$ cat src/rtl/mem_wb_stage_pkg.sv
// Shared types and defaults for the MEM/WB pipeline register.
// FSM encoding, default widths and the hard-wired zero register index.
package mem_wb_stage_pkg;

  typedef enum logic {
    ST_RUN    = 1'b0,
    ST_HALTED = 1'b1
  } wb_state_e;

  localparam int DEF_NB_DATA  = 32;
  localparam int DEF_NB_REG   = 5;
  localparam int DEF_NB_COUNT = 32;

  localparam int ZERO_REG_IDX = 0;

endpackage

$ cat src/rtl/mem_wb_stage_wb_load_extend.sv
// Combinational sub-word load extender: byte beats halfword, otherwise the
// word passes through. zero_ext selects LBU/LHU behaviour.
module wb_load_extend #(
  parameter int NB_DATA = 32
) (
  input  logic [NB_DATA-1:0] data,
  input  logic               byte_en,
  input  logic               halfword_en,
  input  logic               zero_ext,
  output logic [NB_DATA-1:0] ext_data
);

  logic b_fill, h_fill;

  assign b_fill = ~zero_ext & data[7];
  assign h_fill = ~zero_ext & data[15];

  always_comb begin
    ext_data = data;
    if (byte_en)
      ext_data = {{(NB_DATA-8){b_fill}}, data[7:0]};
    else if (halfword_en)
      ext_data = {{(NB_DATA-16){h_fill}}, data[15:0]};
  end

endmodule

$ cat src/rtl/mem_wb_stage.sv
// MEM/WB pipeline register with write-back mux, retire counter and halt FSM.
// Define WB_LOAD_EXT_EN to enable sub-word load sign/zero extension.
module mem_wb_stage
  import mem_wb_stage_pkg::*;
#(
  parameter int NB_DATA  = DEF_NB_DATA,
  parameter int NB_REG   = DEF_NB_REG,
  parameter int NB_COUNT = DEF_NB_COUNT
) (
  input  logic                i_clock,
  input  logic                i_reset,
  input  logic                i_enable,
  input  logic                i_flush,
  input  logic                i_MEM_valid,
  input  logic                i_MEM_reg_write,
  input  logic                i_MEM_mem_to_reg,
  input  logic                i_MEM_byte_en,
  input  logic                i_MEM_halfword_en,
  input  logic                i_MEM_unsigned,
  input  logic                i_MEM_halt,
  input  logic [NB_DATA-1:0]  i_MEM_mem_data,
  input  logic [NB_DATA-1:0]  i_MEM_alu_result,
  input  logic [NB_REG-1:0]   i_MEM_selected_reg,
  output logic [NB_DATA-1:0]  o_WB_data,
  output logic [NB_REG-1:0]   o_WB_selected_reg,
  output logic                o_WB_reg_write,
  output logic                o_WB_valid,
  output logic                o_WB_halt,
  output logic [NB_COUNT-1:0] o_WB_retired
);

  wb_state_e state_q, state_d;
  logic capture, valid_in;

  logic                vld_q, reg_write_q, mem_to_reg_q;
  logic [NB_DATA-1:0]  mem_data_q, alu_result_q, mem_ext;
  logic [NB_REG-1:0]   sel_q;
  logic [NB_COUNT-1:0] retired_q;

  // A flushed slot can neither retire nor halt the pipe.
  always_comb begin
    capture  = 1'b0;
    valid_in = i_MEM_valid & ~i_flush;
    state_d  = state_q;
    if (state_q == ST_RUN && i_enable) begin
      capture = 1'b1;
      if (valid_in && i_MEM_halt) state_d = ST_HALTED;
    end
  end

  always_ff @(posedge i_clock or negedge i_reset) begin
    if (!i_reset) state_q <= ST_RUN;
    else          state_q <= state_d;
  end

  always_ff @(posedge i_clock or negedge i_reset) begin
    if (!i_reset) begin
      vld_q        <= 1'b0;
      reg_write_q  <= 1'b0;
      mem_to_reg_q <= 1'b0;
      mem_data_q   <= '0;
      alu_result_q <= '0;
      sel_q        <= '0;
      retired_q    <= '0;
    end else if (capture) begin
      vld_q        <= valid_in;
      reg_write_q  <= i_MEM_reg_write & ~i_flush;
      mem_to_reg_q <= i_MEM_mem_to_reg;
      mem_data_q   <= i_MEM_mem_data;
      alu_result_q <= i_MEM_alu_result;
      sel_q        <= i_MEM_selected_reg;
      if (valid_in && retired_q != '1) retired_q <= retired_q + 1'b1;
    end
  end

`ifdef WB_LOAD_EXT_EN
  logic byte_q, half_q, uns_q;

  always_ff @(posedge i_clock or negedge i_reset) begin
    if (!i_reset) begin
      byte_q <= 1'b0;
      half_q <= 1'b0;
      uns_q  <= 1'b0;
    end else if (capture) begin
      byte_q <= i_MEM_byte_en;
      half_q <= i_MEM_halfword_en;
      uns_q  <= i_MEM_unsigned;
    end
  end

  wb_load_extend #(.NB_DATA(NB_DATA)) u_ext (
    .data        (mem_data_q),
    .byte_en     (byte_q),
    .halfword_en (half_q),
    .zero_ext    (uns_q),
    .ext_data    (mem_ext)
  );
`else
  logic unused_ext;
  assign unused_ext = &{1'b0, i_MEM_byte_en, i_MEM_halfword_en, i_MEM_unsigned};
  assign mem_ext    = mem_data_q;
`endif

  assign o_WB_data         = mem_to_reg_q ? mem_ext : alu_result_q;
  assign o_WB_selected_reg = sel_q;
  assign o_WB_reg_write    = vld_q & reg_write_q & (sel_q != NB_REG'(ZERO_REG_IDX));
  assign o_WB_valid        = vld_q;
  assign o_WB_halt         = (state_q == ST_HALTED);
  assign o_WB_retired      = retired_q;

endmodule

$ cat config.mk
export PLATFORM = sky130hd
export DESIGN_NAME = mem_wb_stage
export DESIGN_NICKNAME = d
export VERILOG_FILES = /design/src/rtl/mem_wb_stage_pkg.sv /design/src/rtl/mem_wb_stage_wb_load_extend.sv /design/src/rtl/mem_wb_stage.sv
export SDC_FILE = /design/constraint.sdc
export NUM_CORES = 1
export LEC_CHECK = 0
export CAP_MARGIN = 20
export CORE_ASPECT_RATIO = 0.7
export CORE_UTILIZATION = 48
export CTS_BUF_LIST = sky130_fd_sc_hd__clkbuf_2
export DETAILED_ROUTE_END_ITERATION = 12
export PLACE_DENSITY = 0.9
export SLEW_MARGIN = 20
export SYNTH_ARGS = -nofsm -noshare
export SYNTH_HDL_FRONTEND = slang
export SYNTH_HIERARCHICAL = 1
export SYNTH_SLANG_ARGS = --single-unit
export TNS_END_PERCENT = 100
$ cat constraint.sdc
create_clock -name i_clock -period 2.03 [get_ports i_clock]
set_input_delay 0.609 -clock i_clock [delete_from_list [all_inputs] [get_ports i_clock]]
set_output_delay 0.609 -clock i_clock [all_outputs]
set_load 0.02 [all_outputs]
# Word level (Yosys, flattened, before mapping)
# Index checks and enable logic that the tools add are counted.
[classes]
n_bitwise = 6
eq_ne = 1
n_reduce_logical = 6
muxes = 2
n_addsub = 1
[ops]
columns = ["operator", "count"]
rows = [
  ["32-bit by 1-bit adder with 32-bit output (second input constant)", 1],
  ["32-bit two-way mux", 1],
  ["32-bit inequality test (second input constant)", 1],
  ["5-bit nonzero test", 1],
  ["1-bit AND", 4],
  ["2-bit AND reduction", 2],
  ["1-bit logical AND", 3],
  ["1-bit inverter", 2],
  ["1-bit two-way mux", 1],
]
[word_totals]
wordCells = 24
in_bits = 80
register_bits = 105
out_inout_bits = 72

# Longest topological paths before layout
[depth]
depth_word = 4
depth_mapped = 7
ltp_nobuf = 6

# Worst setup path before layout
# Ideal clock, no wire load.
[synth_timing]
kind = "register to output"
startpoint = "register mem_to_reg_q"
endpoint = "output o_WB_data[10]"
path_buffers = 2
slack_ns = 0.138
t_required_ns = 1.421
arrival_ns = 1.283
stages_incl_launch_ff = 4
path_cell_list = "dfrtp_1 > clkbuf_1 > clkbuf_1 > mux2_2"
[synth_between]
elab_chain_cells = 1
[synth_lines]
columns = ["item", "line_no", "source"]
rows = [
  ["from (decl)", "mem_wb_stage.sv:35", "logic vld_q, reg_write_q, mem_to_reg_q;"],
  ["from (signal assigned)", "mem_wb_stage.sv:68", "mem_to_reg_q <= i_MEM_mem_to_reg;"],
  ["32-bit two-way mux", "mem_wb_stage.sv:104", "assign o_WB_data = mem_to_reg_q ? mem_ext : alu_result_q;"],
  ["to (decl)", "mem_wb_stage.sv:24", "output logic [NB_DATA-1:0] o_WB_data,"],
]
# Every way passes these cells.

# Final worst setup path
[layout_timing]
startpoint = "register mem_to_reg_q"
endpoint = "output o_WB_data[8]"
# The elaborated chain is that of the path after synthesis.

==> metrics.md <==
| Metric | Value |
|---|---|
| Status | complete, but fails checks |
| Failing checks | setup timing |
| Overall Global Routing Usage | 0.2550 |
| CP Max Fanout | 8 |
| First DRT Iteration DRCs | 178 |
| Distinct cells, synth | 36 |
| Pre-CTS setup slack | -0.4044 ns |
| Via density | 5.350 |
| Htree depth | 3 |
| Nets | 635 |
| Worst skew pair latency | 0.59 ns |
| WP data required | 1.42 ns |
| Pre-antenna DRT Iters | 4 |
| Slew Viols, Final | 0 |
| Cell area after synthesis | 0.004686 mm² |
| Initial antenna violation count | 0 |
| Seq cells post-synth | 105 |
| CTS clk-pin slew, worst paths | 0.26 ns |
| Least-Margin Pin Slew | 0.4514 ns |
| CTS tree | done |
| Bufs on Longest Clock Path | 2 |
| Commonest non-fill, non-tap cell in the layout | dfrtp_1 |
| Layout cells sized above 1 | 0.4526 |
| Highest-count cells in the layout ignoring fill and taps | 103 x dfrtp_1, 89 x mux2_2, 75 x clkdlybuf4s50_1 |
| Setup tns final | -10.99 ns |
| DRC | 0 |
| Core Region | 0.009253 mm² |
| Max Cap Viol | 0 |
| Via count | 3,654 |
| CP Launch Type | flop |
| Syn_nets | 424 |
| Vias in the first global route | 3,880 |
| Largest net degree at the start of global routing | 52 |
| CTS sink count | 105 |
| Avg Cell Area, Syn | 13.66 µm² |
| Critical Path Max Stage Delay | 0.49 ns |
| Period utilisation layout | 1.178 |
| PD cells | 1261 mW/mm² |
| Peak VDD IR | 0.0008158 V |
| Routed Antenna Nets | 0 |
| Clock Skew | 0.03745 ns |
| Critical Path AT | 1.78 ns |
| Setup slack after layout | -0.3606 ns |
| Proportion of synthesized chip area in sequential cells | 0.5607 |
| Hold Crit Class | in -> async |
| Slew HR | 0.6990 |
| Ys Warns | 6 |
| Port buffer count | 148 |
| # rows | 29 |
| Num ports | 152 |
| Inst Count DP | 622 |
| Leak pwr | 3.230 nW |
| WHS | 0.4977 ns |
| Starting Density | 0.5064 |
| Final Non-Filler Cells | 683 |
| Worst-case reg-to-reg path depth | 7 |
| Pwr Total | 8.861 mW |
| First-pass GRT wire length | 19,730 µm |
| CP endpoint kind | output port |
| Gpl congestion | 0.9639 |
| N_diodes | 0 |
| Clk root buf | clkbuf_2 |
| Remaining global-route overflow | 0 |
| Top achievable clock speed | 418.3 MHz |
| Die Area | 0.01017 mm² |
| Crit path kind | reg -> out |
| Die width | 120.1 µm |
| Final Hold Fails | 0 |
| Final wirelength | 12,930 µm |
| Cells along the critical path | buf_6 -> buf_12 -> mux2_4 -> buf_6 |
| Num CTS Buffers | 9 |
| Cell mode on critical path | buf_6 |
| P&R area growth vs syn | 50.01% |
| Routed WL per cell | 18.93 µm |
| HPWL Detailed | 8735 µm |
| Die Ht | 84.67 µm |
| Mapped Cells | 343 |
| RSZ-0062 raised after global routing | yes |
| Slowest CP cell | dfrtp_2 |
| Final min period | 2.391 ns |
| Final setup violating endpoints | 33 |
## where the power goes
part / leakage [nW] / internal, mW / switching (mW)
registers: 1.27 / 2.83 / 0.423
logic: 1.89 / 2.62 / 1.93
clock network: 0.0732 / 0.403 / 0.666
## area by class of cell
class | instances | area, µm²
tap | 124 | 155.1
timing repair buffer | 215 | 2041
fill | 611 | 2223
clock buffer | 10 | 50.05
sequential | 105 | 2630
inverter | 6 | 22.52
clock inverter | 6 | 82.58
multi-input combinational | 217 | 2048
## cell families (layout without fill, tap and decap cells)
family          Yosys count  after routing  share of synthesized area
compound gates           10             10                    0.01442
flops                   105            105                     0.5607
simple gates             74             74                    0.09880
mux                     104            104                     0.2505
fa+ha+maj                 1              1                   0.002670
xor+xnor                 28             28                    0.05234
buf+inv                  21            237                    0.02056
## what timing repair did
action,CTS,global route
hold endpoints to repair,32,0
setup endpoints to repair,72,70
gates cloned,1,1
pin swaps,1,1
setup buffers,27,16
hold buffers,1,0
gates resized for setup,241,81
## path summary, 6_finish.rpt
kind                                   from          endpoint  slack (ns)
max                            mem_to_reg_q      o_WB_data[8]       -0.36
min                                 i_reset  o_WB_retired[13]        0.50
max reg2reg                o_WB_retired[21]  o_WB_retired[25]        0.04
min reg2reg                 o_WB_retired[6]   o_WB_retired[6]        0.52
max in group asynchronous           i_reset  alu_result_q[27]        0.96
min in group i_clock        o_WB_retired[6]   o_WB_retired[6]        0.52
## stage by stage
| step | cell area (µm²) | util |
|---|---|---|
| after detailed placement | 6481 | 0.7005 |
| final | 7029 | 0.7597 |
| after CTS | 6797 | 0.7346 |
| after global placement | 6481 | 0.7005 |
| after global routing | 7029 | 0.7597 |
| after floorplan | 4686 | - |
## critical path, delay by kind of cell, from the launching register on
family | cells | cell delay [ns]
DFF | 1 | 0.49
buffers and inverters | 3 | 0.41
muxes | 1 | 0.31
## routing by layer
| layer | part of all wire | GRT usage | wire (µm) |
|---|---|---|---|
| met1 | 0.41 | 0.3143 | 5275 |
| met2 | 0.53 | 0.4415 | 6815 |
| met3 | 0.046 | 0.06182 | 601 |
| met4 | 0.018 | 0.08182 | 239 |
| met5 | 0 | 0 | 0 |
## cell usage after synthesis
library cell	instances	share of area
inv_1	6	0.0048
and3b_1	2	0.0037
and3_1	9	0.012
a41oi_1	1	0.0019
and2_1	2	0.0027
and4_1	4	0.0075
a211oi_1	2	0.0032
buf_6	1	0.0024
a21oi_1	1	0.0011
nor2b_1	3	0.0040
nand4_1	15	0.020
nand2_1	5	0.0040
o21ai_0	2	0.0021
nand4_2	1	0.0027
xor2_1	11	0.021
nor3_1	5	0.0053
nand3_1	11	0.012
a21o_1	1	0.0016
nor2_1	9	0.0072
mux2_2	102	0.25
ha_1	1	0.0027
and4bb_2	1	0.0027
nand4bb_1	1	0.0024
a31o_2	1	0.0019
xnor2_1	17	0.032
a31oi_1	2	0.0027
nand3b_1	1	0.0016
or4b_1	1	0.0021
mux2i_1	1	0.0021
dfrtp_1	105	0.56
clkbuf_1	6	0.0048
mux2_4	1	0.0032
and2_4	1	0.0019
nand4_4	1	0.0045
nor2_2	2	0.0027
buf_2	8	0.0085
No activity file was read; power rests on OpenSTA's default activity.
